[config.mk]
export PLATFORM = sky130hd
export DESIGN_NAME = spi_mem_arb
export DESIGN_NICKNAME = d
export VERILOG_FILES = /design/src/rtl/spi_mem_arb.sv
export SDC_FILE = /design/constraint.sdc
export NUM_CORES = 1
export LEC_CHECK = 0
export ABC_AREA = 1
export ABC_CLOCK_PERIOD_IN_PS = 1300
export BUFFER_PORTS_ARGS = -buffer_cell sky130_fd_sc_hd__buf_2
export CAP_MARGIN = 20
export CORE_MARGIN = 2
export CORE_UTILIZATION = 43
export CTS_CLUSTER_DIAMETER = 60
export DETAILED_ROUTE_END_ITERATION = 12
export PLACE_DENSITY = 0.79
export SYNTH_ARGS = -nofsm -noshare
export SYNTH_HDL_FRONTEND = slang
export SYNTH_SLANG_ARGS = --single-unit
[constraint.sdc]
create_clock -name clk -period 1.3 [get_ports clk]
set_input_delay 0.065 -clock clk [delete_from_list [all_inputs] [get_ports clk]]
set_output_delay 0.065 -clock clk [all_outputs]
set_load 0.01 [all_outputs]
[src/rtl/spi_mem_arb.sv]
// spi_mem_arb: round-robin arbiter sharing one synchronous-read memory
// between an SPI-side (s_*) and a host-side (h_*) requester.
// Ports: clk, reset_n (async, active-low); s_/h_ req/we/addr/wdata in,
// ack/rdata out; mem_en/we/addr/wdata out, mem_rdata in;
// conflict_cnt out, conflict_clr in; s_err out.
// Option: SPI_MEM_ARB_WRPROT_EN drops SPI writes to 0x60-0x7F.
module spi_mem_arb #(
  parameter int AW = 7,
  parameter int DW = 16
) (
  input  logic          clk,
  input  logic          reset_n,
  input  logic          s_req,
  input  logic          s_we,
  input  logic [AW-1:0] s_addr,
  input  logic [DW-1:0] s_wdata,
  output logic          s_ack,
  output logic [DW-1:0] s_rdata,
  output logic          s_err,
  input  logic          h_req,
  input  logic          h_we,
  input  logic [AW-1:0] h_addr,
  input  logic [DW-1:0] h_wdata,
  output logic          h_ack,
  output logic [DW-1:0] h_rdata,
  output logic          mem_en,
  output logic          mem_we,
  output logic [AW-1:0] mem_addr,
  output logic [DW-1:0] mem_wdata,
  input  logic [DW-1:0] mem_rdata,
  output logic [7:0]    conflict_cnt,
  input  logic          conflict_clr
);

  typedef enum logic [1:0] {
    IDLE,
    ACCESS,
    RESP
  } state_e;

  state_e state_q, state_d;

  logic          gnt_h_q, gnt_h_d;
  logic          last_h_q, last_h_d;
  logic          we_q, we_d;
  logic [AW-1:0] addr_q, addr_d;
  logic [DW-1:0] wdata_q, wdata_d;
  logic          prot_q, prot_d;
  logic [DW-1:0] s_rdata_q, s_rdata_d;
  logic [DW-1:0] h_rdata_q, h_rdata_d;
  logic [7:0]    cnt_q, cnt_d;

  logic          any_req;
  logic          both_req;
  logic          pick_h;
  logic          prot_hit;
  logic [DW-1:0] rsp_data;

  assign any_req  = s_req | h_req;
  assign both_req = s_req & h_req;
  // on contention the port that did not win last time goes next
  assign pick_h   = both_req ? ~last_h_q : h_req;
  assign rsp_data = we_q ? '0 : mem_rdata;

`ifdef SPI_MEM_ARB_WRPROT_EN
  logic [31:0] s_addr_w;
  assign s_addr_w = 32'(s_addr);
  assign prot_hit = ~pick_h & s_we &
                    (s_addr_w >= 32'h60) &
                    (s_addr_w <= 32'h7F);
`else
  assign prot_hit = 1'b0;
`endif

  always_ff @(posedge clk or negedge reset_n) begin
    if (!reset_n) begin
      state_q <= IDLE;
    end else begin
      state_q <= state_d;
    end
  end

  always_comb begin
    state_d = state_q;
    unique case (state_q)
      IDLE:    if (any_req) state_d = ACCESS;
      ACCESS:  state_d = RESP;
      RESP:    state_d = IDLE;
      default: state_d = IDLE;
    endcase
  end

  always_comb begin
    gnt_h_d   = gnt_h_q;
    last_h_d  = last_h_q;
    we_d      = we_q;
    addr_d    = addr_q;
    wdata_d   = wdata_q;
    prot_d    = prot_q;
    s_rdata_d = s_rdata_q;
    h_rdata_d = h_rdata_q;
    cnt_d     = cnt_q;
    if (state_q == IDLE && any_req) begin
      gnt_h_d  = pick_h;
      last_h_d = pick_h;
      we_d     = pick_h ? h_we : s_we;
      addr_d   = pick_h ? h_addr : s_addr;
      wdata_d  = pick_h ? h_wdata : s_wdata;
      prot_d   = prot_hit;
    end
    if (state_q == IDLE && both_req &&
        cnt_q != 8'hFF) begin
      cnt_d = cnt_q + 8'd1;
    end
    if (conflict_clr) begin
      cnt_d = '0;
    end
    // keep the response word so rdata holds after ack drops
    if (state_q == RESP) begin
      if (gnt_h_q) h_rdata_d = rsp_data;
      else         s_rdata_d = rsp_data;
    end
  end

  always_ff @(posedge clk or negedge reset_n) begin
    if (!reset_n) begin
      gnt_h_q   <= 1'b0;
      last_h_q  <= 1'b1;
      we_q      <= 1'b0;
      addr_q    <= '0;
      wdata_q   <= '0;
      prot_q    <= 1'b0;
      s_rdata_q <= '0;
      h_rdata_q <= '0;
      cnt_q     <= '0;
    end else begin
      gnt_h_q   <= gnt_h_d;
      last_h_q  <= last_h_d;
      we_q      <= we_d;
      addr_q    <= addr_d;
      wdata_q   <= wdata_d;
      prot_q    <= prot_d;
      s_rdata_q <= s_rdata_d;
      h_rdata_q <= h_rdata_d;
      cnt_q     <= cnt_d;
    end
  end

  always_comb begin
    mem_en  = 1'b0;
    mem_we  = 1'b0;
    s_ack   = 1'b0;
    h_ack   = 1'b0;
    s_err   = 1'b0;
    s_rdata = s_rdata_q;
    h_rdata = h_rdata_q;
    unique case (state_q)
      ACCESS: begin
        mem_en = 1'b1;
        // a protected write still strobes mem_en but never writes
        mem_we = we_q & ~prot_q;
      end
      RESP: begin
        s_ack = ~gnt_h_q;
        h_ack = gnt_h_q;
        s_err = ~gnt_h_q & prot_q;
        if (gnt_h_q) h_rdata = rsp_data;
        else         s_rdata = rsp_data;
      end
      default: ;
    endcase
  end

  assign mem_addr     = addr_q;
  assign mem_wdata    = wdata_q;
  assign conflict_cnt = cnt_q;

endmodule

# Word-level counts from Yosys, hierarchy flattened
# Cells that the tools add are included.
[classes]
n_bitwise = 4
mux = 17
n_addsub = 1
n_eq_ne = 4
reduce_logical = 5
[ops]
columns = ["cell", "n"]
rows = [
  ["16-bit 2-to-1 mux", 6],
  ["8-bit 2-to-1 mux", 2],
  ["8-bit by 1-bit adder with 8-bit output, second input constant", 1],
  ["8-bit inequality test, second input constant", 1],
  ["7-bit 2-to-1 mux", 1],
  ["1-bit 2-to-1 mux", 6],
  ["2-bit case mux with 2 select lines", 1],
  ["1-bit logical AND", 3],
  ["2-bit by 1-bit == test with 1-bit output, second input constant", 1],
  ["2-bit == test, second input constant", 1],
  ["2-bit logical NOT", 1],
  ["2-bit 2-to-1 mux", 1],
  ["2-bit inequality test, second input constant", 1],
  ["1-bit NOT", 2],
  ["2-bit nonzero test", 1],
  ["1-bit AND", 1],
  ["1-bit bitwise OR", 1],
]
[totals]
word_cells = 40
out_inout_bits = 68
in_bits = 69
regBits = 68

# Depth between registers and ports, before layout
[depth]
ltp_word = 5
depth_mapped = 9
ltp_nobuf = 9

# Least setup slack after synthesis
# No wires, ideal clock.
[synth_timing]
path_type = "flip-flop to flip-flop"
from = "reg state_q[0]"
to = "reg h_rdata_q[10]"
required_time_ns = 1.167
path_stages_with_launch = 6
arrival_time_ns = 1.196
period_less_slack_ns = 1.329
setup_time_ns = 0.133
path_buffers = 1
setup_slack_ns = -0.029
cell_sequence = "dfrtp_1 -> inv_2 -> nand2_4 -> nor2_8 -> buf_12 -> mux2_4"
[synth_between]
elab_chain_len = 2
[synth_rtl]
columns = ["item", "line", "text"]
rows = [
  ["from (decl)", "41", "state_e state_q, state_d;"],
  ["from (signal assigned)", "79", "state_q <= state_d;"],
  ["2-bit == test", "--", ""],
  ["16-bit 2-to-1 mux", "--", ""],
  ["named net h_rdata[10]", "25", "output logic [DW-1:0] h_rdata,"],
  ["to (signal assigned)", "144", "h_rdata_q <= h_rdata_d;"],
  ["to (decl)", "50", "logic [DW-1:0] h_rdata_q, h_rdata_d;"],
]
# The timed path passes the listed nets, and every way through them passes these cells.
# A chain may end at the register's enable or synchronous reset.

# Worst setup path after layout
[layout_timing]
from = "reg state_q[0]"
to = "out h_rdata[0]"
[layout_between]
elab_chain_len = 2
[layout_rtl]
columns = ["item", "line", "text"]
rows = [
  ["2-bit == test", "157", "unique case (state_q)"],
  ["16-bit 2-to-1 mux", "157", ""],
  ["to (decl)", "25", ""],
]
# Every way passes these cells.

==> summary.txt <==
Synth top area share: 52.5%
Core Footprint: 7210 um2
EDFF count, synth: 0
Startpoint Class: register
Sw Share: 35.0%
Synth Area in Adders: 0.392%
Post-Synth Simple-Gate Area: 19.1%
final setup margin: -0.427 ns
post-synth top area cell: dfrtp_1
Final min period: 1.73 ns
commonest cells in the netlist: 71 x nand2_1, 67 x dfrtp_1, 50 x nor2_1
PwrDens: 2130 nW/um2
Max FO, Critical Path: 10
Seq/Total Area, Yosys: 53.3%
CP Capture Type: output port
DIE WIDTH: 90.2 um
unrepaired setup endpoints after global routing: true
HP Class: in -> reg
GR Overflow Total: 0
Post-Synthesis Cells: 325
Worst Clk Skew: 0.0123 ns
WS Path Type: reg -> out
std cell rows: 31
Seq pwr share: 30.1%
worst skew pair latency: 0.34 ns
layout cells sized above 1: 44.0%
Leakage Power: 2.73 nW
Inst Count DP: 564
mux contribution to synthesized area: 13.4%
required time worst endpoint: 1.24 ns
# DRC: 0
vias in the first global route: 3145
1st-pass router iterations: 5
status: finished, violations left
maximum vdd drop: 0.00119 V
Finished Layout Cells: 646
most frequent cell after synthesis: nand2_1
Filler cells: 507
WL/cell: 15.0 um
initial antenna violation count: 1
HPWL Detailed: 5420 um
Placer Congestion: 0.818
initial DRC count: 122
die height: 90.2 um
number of distinct library cells after synthesis: 26
Power Internal: 0.00738 W
largest family of logic cells by synthesized area: simple AND/OR/NAND/NOR gates
# setup viols final: 73
Net Count, Synth: 395
cts bufs inserted: 9
Boundary Pins: 137
Post-Synthesis Cell Area: 3190 um2
CTS Buffer Depth: 2
combinational share of power: 53.1%
Sw Pwr: 0.00397 W
top cells by area, synth: dfrtp_1 53%, mux2_4 8.5%, nand2_1 8.3%
pin count of the biggest net entering global routing: 69
final wirelength: 9700 um
CTS tree: done
failing checks: setup timing
period utilization: 133%
Antenna Nets Post-Route: 0
# H-tree levels: 3
Via density: 4.83
TNS Setup: -18.39 ns
clk root buf: clkbuf_8
xor/xnor share of the synthesized area: 0.274%
Reg clk slew, reported paths: 0.08 ns
fmax: 0.579 GHz
yosys warns: 0
gr usage total: 22.2%
ys flop type: dfrtp_1
Clk network pwr share: 16.8%
area fraction in compound gates after synthesis: 6.27%
Slew Limit Fails: 0
Initial Utilization: 44.3%
max_cap viols: 0
Area Growth Syn to Fin: 66.7%
Post-synth ARST share: 100%
Avg Inst Size Synth: 9.82 um2
I/O Buffers: 135
nets: 611
die area: 8130 um2
CP arrival: 1.66 ns
global-route wire length before repair: 14500 um
Via Count: 3119
# clock sinks: 68
Seq cells post-synth: 68
final-report hold violation count: 0
## what timing repair did
action | 4_1_cts | 5_1_grt
setup endpoints to repair | 50 | 85
hold buffers | 49 | 0
gates resized for setup | 18 | 42
pin swaps | 1 | 2
buffers inserted | 2 | 7
cloned | 0 | 7
hold endpoints to repair | 91 | 0
## final cells by class
| cell class | instances | area, um2 | area share, % |
|---|---|---|---|
| Antenna cell | 1 | 2.50 | 0.0470 |
| Clock buffer | 9 | 124 | 2.33 |
| Clock inverter | 7 | 91.3 | 1.72 |
| Inverter | 33 | 126 | 2.37 |
| Multi-Input combinational cell | 210 | 1350 | 25.3 |
| Sequential cell | 68 | 1700 | 32.0 |
| Tap cell | 99 | 124 | 2.33 |
| Timing Repair Buffer | 219 | 1810 | 33.9 |
## state kept, by name (all words and copies together), names as in the netlist
register,cells
mem_wdata,16
h_rdata_q,16
last_h_q,1
gnt_h_q,1
state_q,2
conflict_cnt,8
s_rdata_q,16
mem_addr,7
we_q,1
## worst max-delay path, cell delays in order (launching register included)
cell and delay [ns]:
dfrtp_1 0.39, inv_2 0.08, nand2_4 0.09, nor2_8 0.13, buf_12 0.15, mux2_2 0.35, buf_2 0.14
## logic make-up (layout without fill, tap and decap cells)
| group | count (synthesis) | in the layout |
|---|---|---|
| simple gates | 141 | 141 |
| mux | 32 | 32 |
| buf+inv | 47 | 268 |
| xor+xnor | 1 | 1 |
| flops | 68 | 68 |
| other cells | 1 | 2 |
| compound gates | 34 | 34 |
| fa+ha+maj | 1 | 1 |
## power by group through the flow
stage / Sequential (W) / Clock (W) / Combinational (W)
global placement: 0.00340 / 0 / 0.00425
finish: 0.00341 / 0.00191 / 0.00603
floorplan: 0.00352 / 0 / 0.00250
global route: 0.00350 / 0.00205 / 0.00643
CTS: 0.00340 / 0.00197 / 0.00478
detailed placement: 0.00341 / 0 / 0.00439
## metal layers
| layer | vias to the layer above | track usage, % | share of wire (%) |
|---|---|---|---|
| li1 | 1490 | - | - |
| met1 | 1459 | 26.1 | 41 |
| met2 | 145 | 38.0 | 50 |
| met3 | 25 | 6.54 | 6.4 |
| met5 | - | 0 | 0 |
| met4 | 0 | 9.36 | 3.1 |
## path summary, 6_finish.rpt
check,from,to,slack (ns),cells past startpoint
min in group asynchronous,reset_n,h_rdata_q[13]$_DFF_PN0_,0.27,3
min reg2reg,last_h_q$_DFFE_PN1P_,last_h_q$_DFFE_PN1P_,0.49,2
max in group asynchronous,reset_n,last_h_q$_DFFE_PN1P_,0.69,3
min,conflict_clr,conflict_cnt[2]$_DFFE_PN0P_,0.01,4
max,state_q[0]$_DFFE_PN0P_,h_rdata[0],-0.43,6
max reg2reg,state_q[1]$_DFFE_PN0P_,mem_addr[6]$_DFFE_PN0P_,-0.26,9
## metrics by stage
stage / setup slack (ns) / power, W / hold slack, ns / instance area (um2) / utilization, %
2_1_floorplan: -0.0288 / 0.00602 / -0.231 / 3200 / -
3_3_place_gp: -0.0521 / 0.00765 / 0.109 / 4140 / 57.3
3_5_place_dp: -0.0764 / 0.00781 / 0.122 / 4140 / 57.3
4_1_cts: -0.433 / 0.0101 / 0.000158 / 4930 / 68.4
5_1_grt: -0.503 / 0.0120 / 0.0239 / 5320 / 73.8
6_report: -0.427 / 0.0113 / 0.0113 / 5320 / 73.8
## cell usage in the layout, fill, tap and decap left out, types with 6 or more instances in the layout
cell,netlist,final
buf_2,11,112
nand2_1,71,68
dfrtp_1,67,66
dlygate4sd3_1,0,49
nor2_1,50,48
buf_6,0,32
inv_1,31,30
mux2_4,18,28
a31oi_1,23,23
buf_4,1,12
clkbuf_8,0,9
buf_12,2,9
nand3_1,7,6
(Power assumes the default switching activity.)
